`config.mk`:
```
export PLATFORM = sky130hd
export DESIGN_NAME = nba_commit_scheduler_flat
export DESIGN_NICKNAME = d
export VERILOG_FILES = /design/src/rtl/nba_commit_scheduler_if.sv /design/src/rtl/nba_commit_scheduler.sv /design/src/flat_wrapper.sv
export SDC_FILE = /design/constraint.sdc
export NUM_CORES = 1
export LEC_CHECK = 0
export ABC_CLOCK_PERIOD_IN_PS = 3500
export CAP_MARGIN = 10
export CORE_ASPECT_RATIO = 2
export CORE_MARGIN = 1
export CORE_UTILIZATION = 45
export CTS_CLUSTER_DIAMETER = 100
export DETAILED_ROUTE_END_ITERATION = 6
export GPL_ROUTABILITY_DRIVEN = 0
export SYNTH_ARGS = -nofsm -noshare
export SYNTH_HDL_FRONTEND = slang
export SYNTH_SLANG_ARGS = --single-unit
```
`constraint.sdc`:
```
create_clock -name clk -period 3.5 [get_ports clk]
set_clock_uncertainty 0.15 [all_clocks]
set_input_delay 0.875 -clock clk [delete_from_list [all_inputs] [get_ports clk]]
set_output_delay 0.875 -clock clk [all_outputs]
set_load 0.03 [all_outputs]
```
`src/rtl/nba_commit_scheduler_if.sv`:
```
`default_nettype none
// ============================================================================
// Module   : nba_commit_scheduler_if
// Purpose  : Bundles the request, commit and publish signals of the NBA commit
//            scheduler so producers and the scheduler connect through one port.
// Ports    : master - requesters / controller side (drives requests, commit,
//                     clr_ovf; observes grants, busy, var_q, change, overflow)
//            slave  - scheduler side (mirror of master)
// Revision : 1.0 - initial release
// ============================================================================
interface nba_commit_scheduler_if #(
  parameter int NREQ = 2,
  parameter int NVAR = 4,
  parameter int W    = 8
);
  localparam int VW = (NVAR > 1) ? $clog2(NVAR) : 1;

  logic [NREQ-1:0]    req_valid;
  logic [NREQ*VW-1:0] req_var;
  logic [NREQ*W-1:0]  req_data;
  logic [NREQ-1:0]    req_ready;
  logic               commit;
  logic               busy;
  logic [NVAR*W-1:0]  var_q;
  logic [NVAR-1:0]    change;
  logic               overflow;
  logic               clr_ovf;

  modport master (
    output req_valid, req_var, req_data, commit, clr_ovf,
    input  req_ready, busy, var_q, change, overflow
  );

  modport slave (
    input  req_valid, req_var, req_data, commit, clr_ovf,
    output req_ready, busy, var_q, change, overflow
  );
endinterface
`default_nettype wire

```
`src/rtl/nba_commit_scheduler.sv`:
```
`default_nettype none
// ============================================================================
// Module   : nba_commit_scheduler
// Purpose  : Collects deferred writes from NREQ requesters into an arrival-
//            ordered queue and, on commit, applies them as one atomic batch to
//            a small variable file. A per-variable change pulse fires only when
//            a variable's committed value differs from its pre-commit value.
// Ports    : clk   - clock, rising edge
//            rst_n - asynchronous active-low reset
//            bus   - slave modport: req_valid/req_var/req_data/req_ready
//                    (round-robin one-hot grant), commit, busy, var_q,
//                    change, overflow (sticky), clr_ovf
// Revision : 1.0 - initial release
// ============================================================================
module nba_commit_scheduler #(
  parameter int NREQ  = 2,
  parameter int NVAR  = 4,
  parameter int W     = 8,
  parameter int DEPTH = 8
) (
  input  wire                   clk,
  input  wire                   rst_n,
  nba_commit_scheduler_if.slave bus
);
  localparam int VW = (NVAR > 1) ? $clog2(NVAR) : 1;
  localparam int PW = $clog2(DEPTH);
  localparam int RW = (NREQ > 1) ? $clog2(NREQ) : 1;

  typedef enum logic [1:0] {
    S_IDLE   = 2'd0,
    S_DRAIN  = 2'd1,
    S_NOTIFY = 2'd2
  } state_e;

  state_e          state_q, state_d;

  // Queue pointers carry one extra bit so full and empty are distinguishable.
  logic [PW:0]     wr_ptr_q, wr_ptr_d;
  logic [PW:0]     rd_ptr_q, rd_ptr_d;
  logic [PW:0]     rd_ptr_inc;
  logic [RW-1:0]   rr_q, rr_d;

  logic [VW-1:0]   qvar_mem  [DEPTH];
  logic [W-1:0]    qdata_mem [DEPTH];

  logic [W-1:0]    vars_q   [NVAR];
  logic [W-1:0]    work_q   [NVAR];
  logic [W-1:0]    shadow_q [NVAR];
  logic [NVAR-1:0] change_q, change_d;
  logic            overflow_q, overflow_d;

  logic            q_empty, q_full;
  logic [NREQ-1:0] gnt;
  logic            gnt_any;
  logic [RW-1:0]   gnt_idx;
  logic [RW-1:0]   cand;
  logic [VW-1:0]   enq_var;
  logic [W-1:0]    enq_data;
  logic [VW-1:0]   head_var;
  logic [W-1:0]    head_data;
  logic            head_ok;
  logic            snap, pop_en, publish, busy;

  assign busy       = (state_q != S_IDLE);
  assign q_empty    = (wr_ptr_q == rd_ptr_q);
  assign q_full     = (wr_ptr_q[PW] != rd_ptr_q[PW]) &&
                      (wr_ptr_q[PW-1:0] == rd_ptr_q[PW-1:0]);
  assign rd_ptr_inc = rd_ptr_q + {{PW{1'b0}}, 1'b1};

  assign head_var   = qvar_mem[rd_ptr_q[PW-1:0]];
  assign head_data  = qdata_mem[rd_ptr_q[PW-1:0]];
  // Out-of-range targets are still popped, just never written.
  assign head_ok    = (int'(head_var) < NVAR);

  // Round-robin arbiter: scan from the pointer, first valid requester wins.
  always_comb begin
    gnt     = '0;
    gnt_any = 1'b0;
    gnt_idx = '0;
    cand    = '0;
    if (state_q == S_IDLE && !q_full) begin
      for (int off = 0; off < NREQ; off++) begin
        cand = RW'((int'(rr_q) + off) % NREQ);
        if (!gnt_any && bus.req_valid[cand]) begin
          gnt_any   = 1'b1;
          gnt_idx   = cand;
          gnt[cand] = 1'b1;
        end
      end
    end
    rr_d = gnt_any ? RW'((int'(gnt_idx) + 1) % NREQ) : rr_q;
  end

  always_comb begin
    enq_var  = '0;
    enq_data = '0;
    for (int i = 0; i < NREQ; i++) begin
      if (gnt[i]) begin
        enq_var  = bus.req_var[i*VW +: VW];
        enq_data = bus.req_data[i*W +: W];
      end
    end
  end

  // FSM next-state and control strobes.
  always_comb begin
    state_d  = state_q;
    snap     = 1'b0;
    pop_en   = 1'b0;
    publish  = 1'b0;
    change_d = '0;
    case (state_q)
      S_IDLE: begin
        if (bus.commit) begin
          snap = 1'b1;
          // A same-edge enqueue joins this batch, so it counts as non-empty.
          state_d = (q_empty && !gnt_any) ? S_NOTIFY : S_DRAIN;
        end
      end
      S_DRAIN: begin
        if (!q_empty) begin
          pop_en = 1'b1;
          if (rd_ptr_inc == wr_ptr_q) state_d = S_NOTIFY;
        end else begin
          state_d = S_NOTIFY;
        end
      end
      S_NOTIFY: begin
        publish = 1'b1;
        state_d = S_IDLE;
        for (int v = 0; v < NVAR; v++) begin
          change_d[v] = (work_q[v] != shadow_q[v]);
        end
      end
      default: state_d = S_IDLE;
    endcase
  end

  always_comb begin
    wr_ptr_d = wr_ptr_q + {{PW{1'b0}}, gnt_any};
    rd_ptr_d = rd_ptr_q + {{PW{1'b0}}, pop_en};
    // A fresh overflow wins over a simultaneous clear.
    if (bus.commit && busy)  overflow_d = 1'b1;
    else if (bus.clr_ovf)    overflow_d = 1'b0;
    else                     overflow_d = overflow_q;
  end

  // Queue storage carries no reset; the pointers define what is valid.
  always_ff @(posedge clk) begin
    if (gnt_any) begin
      qvar_mem[wr_ptr_q[PW-1:0]]  <= enq_var;
      qdata_mem[wr_ptr_q[PW-1:0]] <= enq_data;
    end
  end

  always_ff @(posedge clk or negedge rst_n) begin
    if (!rst_n) begin
      state_q    <= S_IDLE;
      wr_ptr_q   <= '0;
      rd_ptr_q   <= '0;
      rr_q       <= '0;
      change_q   <= '0;
      overflow_q <= 1'b0;
      for (int v = 0; v < NVAR; v++) begin
        vars_q[v]   <= '0;
        work_q[v]   <= '0;
        shadow_q[v] <= '0;
      end
    end else begin
      state_q    <= state_d;
      wr_ptr_q   <= wr_ptr_d;
      rd_ptr_q   <= rd_ptr_d;
      rr_q       <= rr_d;
      change_q   <= change_d;
      overflow_q <= overflow_d;
      if (snap) begin
        for (int v = 0; v < NVAR; v++) begin
          shadow_q[v] <= vars_q[v];
          work_q[v]   <= vars_q[v];
        end
      end
      if (pop_en && head_ok) work_q[head_var] <= head_data;
      // All variables move together; intermediate batch values stay hidden.
      if (publish) begin
        for (int v = 0; v < NVAR; v++) vars_q[v] <= work_q[v];
      end
    end
  end

  generate
    for (genvar v = 0; v < NVAR; v++) begin : g_var_out
      assign bus.var_q[v*W +: W] = vars_q[v];
    end
  endgenerate

  assign bus.req_ready = gnt;
  assign bus.busy      = busy;
  assign bus.change    = change_q;
  assign bus.overflow  = overflow_q;
endmodule
`default_nettype wire

```
`src/flat_wrapper.sv`:
```
// flat-port wrapper written by rule: the top's interface ports become plain ports
module nba_commit_scheduler_flat 
#(
  parameter int NREQ  = 2,
  parameter int NVAR  = 4,
  parameter int W     = 8,
  parameter int DEPTH = 8
)
  (clk, rst_n, bus_req_valid, bus_req_var, bus_req_data, bus_commit, bus_clr_ovf, bus_req_ready, bus_busy, bus_var_q, bus_change, bus_overflow);
  nba_commit_scheduler_if #(.NREQ(NREQ), .NVAR(NVAR), .W(W)) bus_i ();
  input  wire clk;
  input  wire rst_n;
  input wire logic [$bits(bus_i.req_valid)-1:0] bus_req_valid;
  input wire logic [$bits(bus_i.req_var)-1:0] bus_req_var;
  input wire logic [$bits(bus_i.req_data)-1:0] bus_req_data;
  input wire logic [$bits(bus_i.commit)-1:0] bus_commit;
  input wire logic [$bits(bus_i.clr_ovf)-1:0] bus_clr_ovf;
  output wire logic [$bits(bus_i.req_ready)-1:0] bus_req_ready;
  output wire logic [$bits(bus_i.busy)-1:0] bus_busy;
  output wire logic [$bits(bus_i.var_q)-1:0] bus_var_q;
  output wire logic [$bits(bus_i.change)-1:0] bus_change;
  output wire logic [$bits(bus_i.overflow)-1:0] bus_overflow;
  assign bus_i.req_valid = bus_req_valid;
  assign bus_i.req_var = bus_req_var;
  assign bus_i.req_data = bus_req_data;
  assign bus_i.commit = bus_commit;
  assign bus_i.clr_ovf = bus_clr_ovf;
  assign bus_req_ready = bus_i.req_ready;
  assign bus_busy = bus_i.busy;
  assign bus_var_q = bus_i.var_q;
  assign bus_change = bus_i.change;
  assign bus_overflow = bus_i.overflow;
  nba_commit_scheduler #(.NREQ(NREQ), .NVAR(NVAR), .W(W), .DEPTH(DEPTH)) u_core (.clk(clk), .rst_n(rst_n), .bus(bus_i));
endmodule
```
Word-level counts from Yosys, hierarchy flattened

Memory sizes are Yosys's and may differ from the RTL's.
Index checks and enable logic that the tools add are counted.

Bits in registers: 112
RAM bits: 80
Input port bits: 26
Output and inout bits: 40
Word-level logic and storage cells: 103
Memories kept: 2

$add $sub $neg: 5
Order comparisons: 6
Eq/ne operators: 12
Multiplexer cells: 43
Bitwise logic cells: 2
Reductions and logical operators: 15

Memory list:

| memory           | depth | bits a word | read ports | clocked after Yosys merged registers in | write ports | line                       | RTL |
|---|---|---|---|---|---|---|---|
| u_core.qdata_mem | 8     | 8           | 1          | 0                                       | 1           | nba_commit_scheduler.sv:44 | `logic [W-1:0] qdata_mem [DEPTH];` |
| u_core.qvar_mem  | 8     | 2           | 1          | 0                                       | 1           | nba_commit_scheduler.sv:43 | `logic [VW-1:0] qvar_mem [DEPTH];` |

Operators with widths:

| cell                                                 | count |
|---|---|
| two-way mux 32 bit                                   | 2 |
| bitwise mux 32 bit                                   | 1 |
| != test 8 bit                                        | 4 |
| two-way mux 8 bit                                    | 3 |
| two-way mux 1 bit                                    | 22 |
| two-way mux 2 bit                                    | 10 |
| demux 8 bit (select 2 bit)                           | 1 |
| adder 4 x 1 -> 4 bit                                 | 2 |
| equality test 4 bit                                  | 2 |
| logical AND 1 bit                                    | 8 |
| adder 4 x 1 -> 4 bit (second input constant)         | 1 |
| < comparator 1 x 2 -> 1 bit (second input constant)  | 2 |
| two-way mux 4 bit                                    | 1 |
| one-hot mux 2 bit (2 select lines)                   | 1 |
| nonzero test 2 bit                                   | 2 |
| equality test 3 bit                                  | 1 |
| >= comparator 3 bit (second input constant)          | 1 |
| zero test 1 bit                                      | 3 |
| < comparator 3 x 1 -> 1 bit (second input constant)  | 1 |
| != test 3 x 1 -> 1 bit (second input constant)       | 1 |
| NOT 2 -> 3 bit                                       | 1 |
| adder 1 bit (second input constant)                  | 2 |
| demux 1 bit (select 1 bit)                           | 2 |
| equality test 2 x 1 -> 1 bit (second input constant) | 1 |
| other kinds (7)                                      | 8 |

Longest topological paths before layout

Gate-level depths: netlist of the first run.

Depth after elaboration: 14
Gate-level depth with buffers: 9
Depth with buffers taken out: 7

Worst setup path after synthesis of the first run

No wires, ideal clock.

Path kind: reg2reg
Start: register u_core.rd_ptr_q[0]
End: memory u_core.qdata_mem[0][0], enable pin
Setup time: 0.390 ns
Arrival: 2.179 ns
Required time: 2.960 ns
Path slack: 0.781 ns
Stages on the path, launching flop included: 7
Path buffers: 2
Clock period less this slack: 2.719 ns
Path through: dfrtp_1 > buf_6 > buf_12 > xnor2_2 > a41oi_1 > o211ai_1 > nor3_1

Cells in the longest elaborated chain, start to end: 7

RTL lines:

| item                                    | line                        | RTL |
|---|---|---|
| from (decl)                             | nba_commit_scheduler.sv:39  | `logic [PW:0] rd_ptr_q, rd_ptr_d;` |
| from (signal assigned)                  | nba_commit_scheduler.sv:172 | `rd_ptr_q <= rd_ptr_d;` |
| equality test 3 bit                     | nba_commit_scheduler.sv:67  | `(wr_ptr_q[PW-1:0] == rd_ptr_q[PW-1:0]);` |
| logical AND 1 bit                       | nba_commit_scheduler.sv:66  | `assign q_full = (wr_ptr_q[PW] != rd_ptr_q[PW]) &&` |
| zero test 1 bit                         | nba_commit_scheduler.sv:81  | `if (state_q == S_IDLE && !q_full) begin` |
| logical AND 1 bit                       | nba_commit_scheduler.sv:81  |  |
| two-way mux 1 bit                       | nba_commit_scheduler.sv:81  |  |
| two-way mux 1 bit                       | nba_commit_scheduler.sv:150 | `if (gnt_any) begin` |
| two-way mux 1 bit (not written as such) | nba_commit_scheduler.sv:152 | `qdata_mem[wr_ptr_q[PW-1:0]] <= enq_data;` |
| to (decl)                               | nba_commit_scheduler.sv:44  |  |

Every way passes these cells.

Worst setup path in the final report of the first run

Start: register u_core.wr_ptr_q[1]
End: output port bus_req_ready[0]

Cells in the longest elaborated chain, start to end: 5

RTL lines:

| item                   | line                        | RTL |
|---|---|---|
| from (decl)            | nba_commit_scheduler.sv:38  | `logic [PW:0] wr_ptr_q, wr_ptr_d;` |
| from (signal assigned) | nba_commit_scheduler.sv:171 | `wr_ptr_q <= wr_ptr_d;` |
| equality test 3 bit    | nba_commit_scheduler.sv:67  |  |
| logical AND 1 bit      | nba_commit_scheduler.sv:66  |  |
| zero test 1 bit        | nba_commit_scheduler.sv:81  |  |
| logical AND 1 bit      | nba_commit_scheduler.sv:81  |  |
| two-way mux 2 bit      | nba_commit_scheduler.sv:81  |  |
| to (decl)              | flat_wrapper.sv:18          | `output wire logic [$bits(bus_i.req_ready)-1:0] bus_req_ready;` |

Every way passes these cells.

==> results.ini, run 1 <==
[layout]
final_cell_mix=dfrtp_1, edfxtp_1, mux2i_1
final_common_cell=dfrtp_1
drive_above_1_share_pct=24.5
nNetsFinal=605
n_antenna_cell=0
utilization_pct=55.1
fin_cells=800
synthToLayoutAreaGrowth_pct=19.8

[floorplanning]
ios=66
rows=69
die_w_um=97.6
coreArea_sq_mm=0.0179
initial_core_util_pct=46.0
die_area_sq_mm=0.0189
die_h_um=193

[sta]
setup_viol=0
rsz0062_at_grt=false
hold_violations=0
clock.fmax_mhz=306
holdWs_ps=375
setup_slack_ps=237
drv_slew=0
setup_tns_ps=0
fin_crit_ps=3260
worst_pin_slew_ps=887
slew_headroom_pct=40.6
finalCritPeriodShare_pct=93.2

[cts]
post_cts_resized=0
cts_sinks=192
clock_path_buffers=2
ctsHoldBuffers=0
cts_root_buf=clkbuf_16
h-tree-depth=4
clk_pin_slew_worst_paths_ps=70
insertion_delay_ps=430
cts_made_buffers=17
cts_setup_buffers=0
cts_tree=done

[synth]
ys_seq_area_share_pct=63.3
syn-num-nets=522
yosys.area.top_type=dfrtp_1
synth_area_sq_mm=0.00823
synth-seq-cells=192
yosys-top-cells-area=dfrtp_1, edfxtp_1, mux2i_1
yosysTopAreaCellShare_pct=34.1
yosys_warnings=0
syn_avg_cell_area_sq_um=16.8
syn_inst=491
post_synth_num_cell_types=38

[setup_path]
startpoint=u_core.wr_ptr_q[1]
reg2regPathDepth=6
worstPathCellList=xnor2_1 > a41oi_1 > and3_1 > buf_4
timing.rr.start=u_core.rd_ptr_q[0]
cpMaxStageDelayCell=a41oi_1
arrival_ps=2240
timing_worst_setup_path_type=reg2out
r2r_slack_ps=860
cp-start-kind=register
endpoint=bus_req_ready[0]
r2r_end=u_core.work_q[9]
required_ps=2470
crit_family=compound AO/OA/AOI/OAI gates
crit_path_max_fanout=9
crit_buf_inv=1
crit_cells=4
end_kind=output pin
max_stage_delay_ps=510

[placement]
place_ws_ps=413
io_buffers=65
dp.cells=768
hpwl_um=11500

[pwr]
ir_drop_uv=356
pwr_density_cell_mw_per_mm2=972
clkPwrFrac_pct=21.3
internal_power_uw=6130
pwr-share-comb_pct=40.1
cellLeakagePower_uw=0.00390
p_sw_share_pct=36.0
p_switching_uw=3450
seqPwrFrac_pct=38.6

[grt]
grt_pass1_vias=4696
antenna_found_initial=0
gr-total-overflow=0
grt_usage_pct=18.9
grt_pass1_wl_um=26500
grt_max_degree=66

[detailed_routing]
drtPass1Iterations=7
viasPerCell=5.50
vias=4400
drt_iter0_markers=98
drc=10
ant_nets=0
routed_wl_um=16600
wl_per_cell_um=20.7

[outcome]
status=finished with violations
violations=design-rule violations

[hold_path]
holdCritPathClass=reg2reg

[job]
cap_violations=0

==> worst min-delay path by stage <==
stage	startpoint	slack, ps	end	depth (start not counted)
after floorplan	u_core.wr_ptr_q[1]	310	u_core.wr_ptr_q[1]	1
after global placement	u_core.bus.overflow	340	u_core.bus.overflow	1
after detailed placement	u_core.bus.overflow	360	u_core.bus.overflow	1
after CTS	u_core.bus.overflow	380	u_core.bus.overflow	1
after global routing	u_core.shadow_q[11]	400	u_core.shadow_q[11]	1
final	u_core.bus.overflow	380	u_core.bus.overflow	1
==> through the flow <==
| step | area (sq um) | power, uW |
|---|---|---|
| after global routing | 9860 | 10100 |
| after detailed placement | 9230 | 7680 |
| final | 9860 | 9580 |
| after global placement | 9230 | 7540 |
| after CTS | 9860 | 9740 |
| after floorplan | 8230 | 6340 |
==> registers in the layout (all words and copies together) (netlist names) <==
register and flops:
u_core.qdata_mem 64, u_core.bus.var_q 32, u_core.shadow_q 32, u_core.work_q 32, u_core.qvar_mem 16, u_core.bus.change 4
u_core.rd_ptr_q 4, u_core.wr_ptr_q 4, u_core.state_q 2, u_core.bus.overflow 1, u_core.rr_q 1
==> worst reg2reg max path, cell delays in order, from the launching register on <==
cell	delay, ps
dfrtp_1	400
buf_4	400
mux4_1	660
mux2_4	310
nor3b_2	180
buf_4	230
mux2i_1	230
==> cells by family after synthesis <==
logic type | after synthesis | synth area share [%]
adder cells (fa/ha/maj) | 5 | 0.760
AO/OA/AOI/OAI | 24 | 2.22
flip-flops | 192 | 63.3
multiplexers | 159 | 24.0
XOR/XNOR | 44 | 4.78
AND/OR/NAND/NOR | 37 | 2.87
buffers and inverters | 30 | 2.11
==> cell type report <==
type	instances	area, sq um
sequential	192	5200
clock buffer	17	425
tap	213	267
multi-input combinational	269	2860
inverter	5	18.8
fill	1470	8020
clock inverter	15	199
timing repair buffer	89	886
==> cell usage after synthesis <==
master / number
dfrtp_1: 112
edfxtp_1: 80
mux2i_1: 73
mux2_2: 64
xor2_1: 36
buf_2: 12
a22o_1: 11
mux4_2: 11
nor4_1: 10
mux4_1: 9
nor2_1: 7
xnor2_1: 7
a21oi_1: 5
clkbuf_1: 5
ha_1: 5
inv_1: 5
buf_6: 4
nand2b_1: 4
nand3_1: 4
buf_1: 3
and3_1: 2
nand2_1: 2
nand3_4: 2
nor3_1: 2
nor3b_2: 2
o211ai_1: 2
a31oi_1: 1
a41oi_1: 1
buf_12: 1
mux2_4: 1
mux2i_4: 1
nand4_1: 1
o21a_1: 1
o21ai_0: 1
o221a_2: 1
o31ai_1: 1
or2_2: 1
xnor2_2: 1
==> metal layers <==
layer	track usage, %	wire length [um]	up-vias
li1	-	-	2020
met1	20.1	6160	2274
met2	36.3	9590	82
met3	3.07	484	24
met4	7.91	352	0
met5	0	0	-
==> power by group through the flow <==
stage,clock [uW],combinational (uW),sequential [uW]
6_report,2040,3840,3700
5_1_grt,2170,4160,3800
4_1_cts,2090,3940,3710
3_5_place_dp,0,3930,3750
3_3_place_gp,0,3850,3690
2_1_floorplan,0,2390,3950
Power figures use the tool's default switching activity.
==> run 2, diff against run 1 <==
--- a/config.mk
+++ b/config.mk
@@ -5,7 +5,7 @@
 export SDC_FILE = /design/constraint.sdc
 export NUM_CORES = 1
 export LEC_CHECK = 0
-export ABC_CLOCK_PERIOD_IN_PS = 3500
+export ABC_CLOCK_PERIOD_IN_PS = 2700
 export CAP_MARGIN = 10
 export CORE_ASPECT_RATIO = 2
 export CORE_MARGIN = 1
@@ -13,6 +13,8 @@
 export CTS_CLUSTER_DIAMETER = 100
 export DETAILED_ROUTE_END_ITERATION = 6
 export GPL_ROUTABILITY_DRIVEN = 0
+export PLACE_DENSITY = 0.67
+export SKIP_CTS_REPAIR_TIMING = 1
 export SYNTH_ARGS = -nofsm -noshare
 export SYNTH_HDL_FRONTEND = slang
 export SYNTH_SLANG_ARGS = --single-unit
==> constraint.sdc (replaced) <==
create_clock -name clk -period 2.7 [get_ports clk]
set_clock_uncertainty 0.15 [all_clocks]
set_input_delay 0.675 -clock clk [delete_from_list [all_inputs] [get_ports clk]]
set_output_delay 0.675 -clock clk [all_outputs]
set_load 0.03 [all_outputs]
==> run 2 against run 1 <==
The run still ends with design-rule violations left. Sequential share of layout area down 0.30 points. Worst setup slack got worse by 210 ps. Final area up 0.62%. Wire length is 0.69% lower. Combinational power is 35% higher. Sequential cell count unchanged. Via count grew 0.82%. Power up 31%. Register-to-register slack got worse by 640 ps. Global-route usage decreased by 0.20 points. Core utilization up 0.34 points.
==> results.ini, run 2 (synthesis gave the netlist of run 1 again) <==
[outcome]
status=finished with violations
violations=design-rule violations

[detailed_routing]
drc=12
top_layer_used=met4
vias=4436
wl_per_cell_um=20.3
drtPass1Iterations=7
ant_nets=0
dr_wl_met3_um=495
routed_wl_um=16500
drt_iter0_markers=137
viasPerCell=5.46
wl_met1_um=6050
dr_wl_met2_um=9360

[setup_path]
max_stage_delay_ps=490
cpMaxStageDelayCell=dfrtp_1
worstPathCellList=xnor2_2 > a41oi_2 > and3_4 > buf_4
timing_worst_setup_path_type=reg2out
crit_path_max_fanout=8
arrival_ps=1850
cp-start-kind=register
r2r_slack_ps=220
required_ps=1880
end_kind=output pin

[layout]
final_common_cell=dfrtp_1
largest_register_ffs=64
final_cell_mix=dfrtp_1, edfxtp_1, mux2i_1
n_antenna_cell=0
synthToLayoutAreaGrowth_pct=20.5
nNetsFinal=617
fin_cells=812
drive_above_1_share_pct=26.7
design_area_sq_mm=0.00992

[grt]
grt_pass1_vias=4921
gr-total-overflow=0
antenna_found_initial=0
grt_usage_pct=18.7
grt_max_degree=66
grt_pass1_wl_um=26300

[sta]
holdWs_ps=105
hold_violations=0
worst_pin_slew_ps=901
clock.fmax_mhz=374
setup_viol=0
slew_headroom_pct=39.7
fin_crit_ps=2670
finalCritPeriodShare_pct=99.0
drv_slew=0

[floorplanning]
rows=69
die_area_sq_mm=0.0189
ios=66
initial_core_util_pct=46.0
coreArea_sq_mm=0.0179
die_h_um=193
die_w_um=97.6

[pwr]
pwr_density_cell_mw_per_mm2=1260
cellLeakagePower_uw=0.00394
ir_drop_uv=551
power.total_uw=12500

[cts]
insertion_delay_ps=430
clock_path_buffers=2
cts_sinks=192
cts_tree=done
clk_pin_slew_worst_paths_ps=70
cts_made_buffers=17
cts_root_buf=clkbuf_16
h-tree-depth=4

[job]
cap_violations=0

[placement]
io_buffers=65
hpwl_um=11300
dpl_cell_area_sq_mm=0.00927
dp.cells=776

[hold_path]
holdCritPathClass=in2async

==> run 2: changes by cell type in the layout (fill, tap and decap cells not counted), sizes merged <==
cell,delta
buf,+12
clkbuf,+2
clkinvlp,-1
bufinv,-1
==> run 2: cell type report <==
class                           instances  area [sq um]
Tap cell                              213           267
Timing Repair Buffer                  101           951
Clock inverter                         13           150
Clock buffer                           19           433
Inverter                                5          18.8
Sequential cell                       192          5210
Fill cell                            1416          7950
Multi-Input combinational cell        269          2890
==> run 2: path summary, 6_finish.rpt <==
| check | to | depth (start not counted) | start |
|---|---|---|---|
| worst min register to register | u_core.bus.overflow | 1 | u_core.bus.overflow |
| worst max register to register | u_core.work_q[6] | 7 | u_core.wr_ptr_q[2] |
| max in group asynchronous | u_core.work_q[14] | 2 | rst_n |
| worst min-delay path | u_core.shadow_q[28] | 1 | rst_n |
| min in group clk | u_core.bus.overflow | 1 | u_core.bus.overflow |
| worst max-delay path | bus_req_ready[0] | 4 | u_core.wr_ptr_q[2] |
==> run 2: metal layers <==
metal,global-route usage (%),vias up
met2,35.4,96
met3,3.36,28
li1,-,2048
met4,9.09,0
met5,0,-
met1,19.6,2264
==> run 2: where the power goes <==
part | switching, uW | internal [uW]
registers | 722 | 4120
clock network | 1110 | 1390
logic | 2660 | 2520
total | 4500 | 8020
==> run 2: metrics by stage <==
stage	util (%)	worst slack [ps]	setup TNS, ps
after global placement	51.9	103	0
final	55.5	25.8	0
after CTS	55.1	-279	-550
after floorplan	-	-19.1	-382
after detailed placement	51.9	103	0
after global routing	55.5	-55.0	-101
==> run 2: worst max-delay path, delay by kind of cell, from the launching register on <==
family / cells / cell delay (ps)
xor gates and xnor gates: 1 / 300
AOI/OAI and AO/OA: 1 / 200
buffers and inverters: 1 / 170
and+or+nand+nor: 1 / 260
DFF: 1 / 490
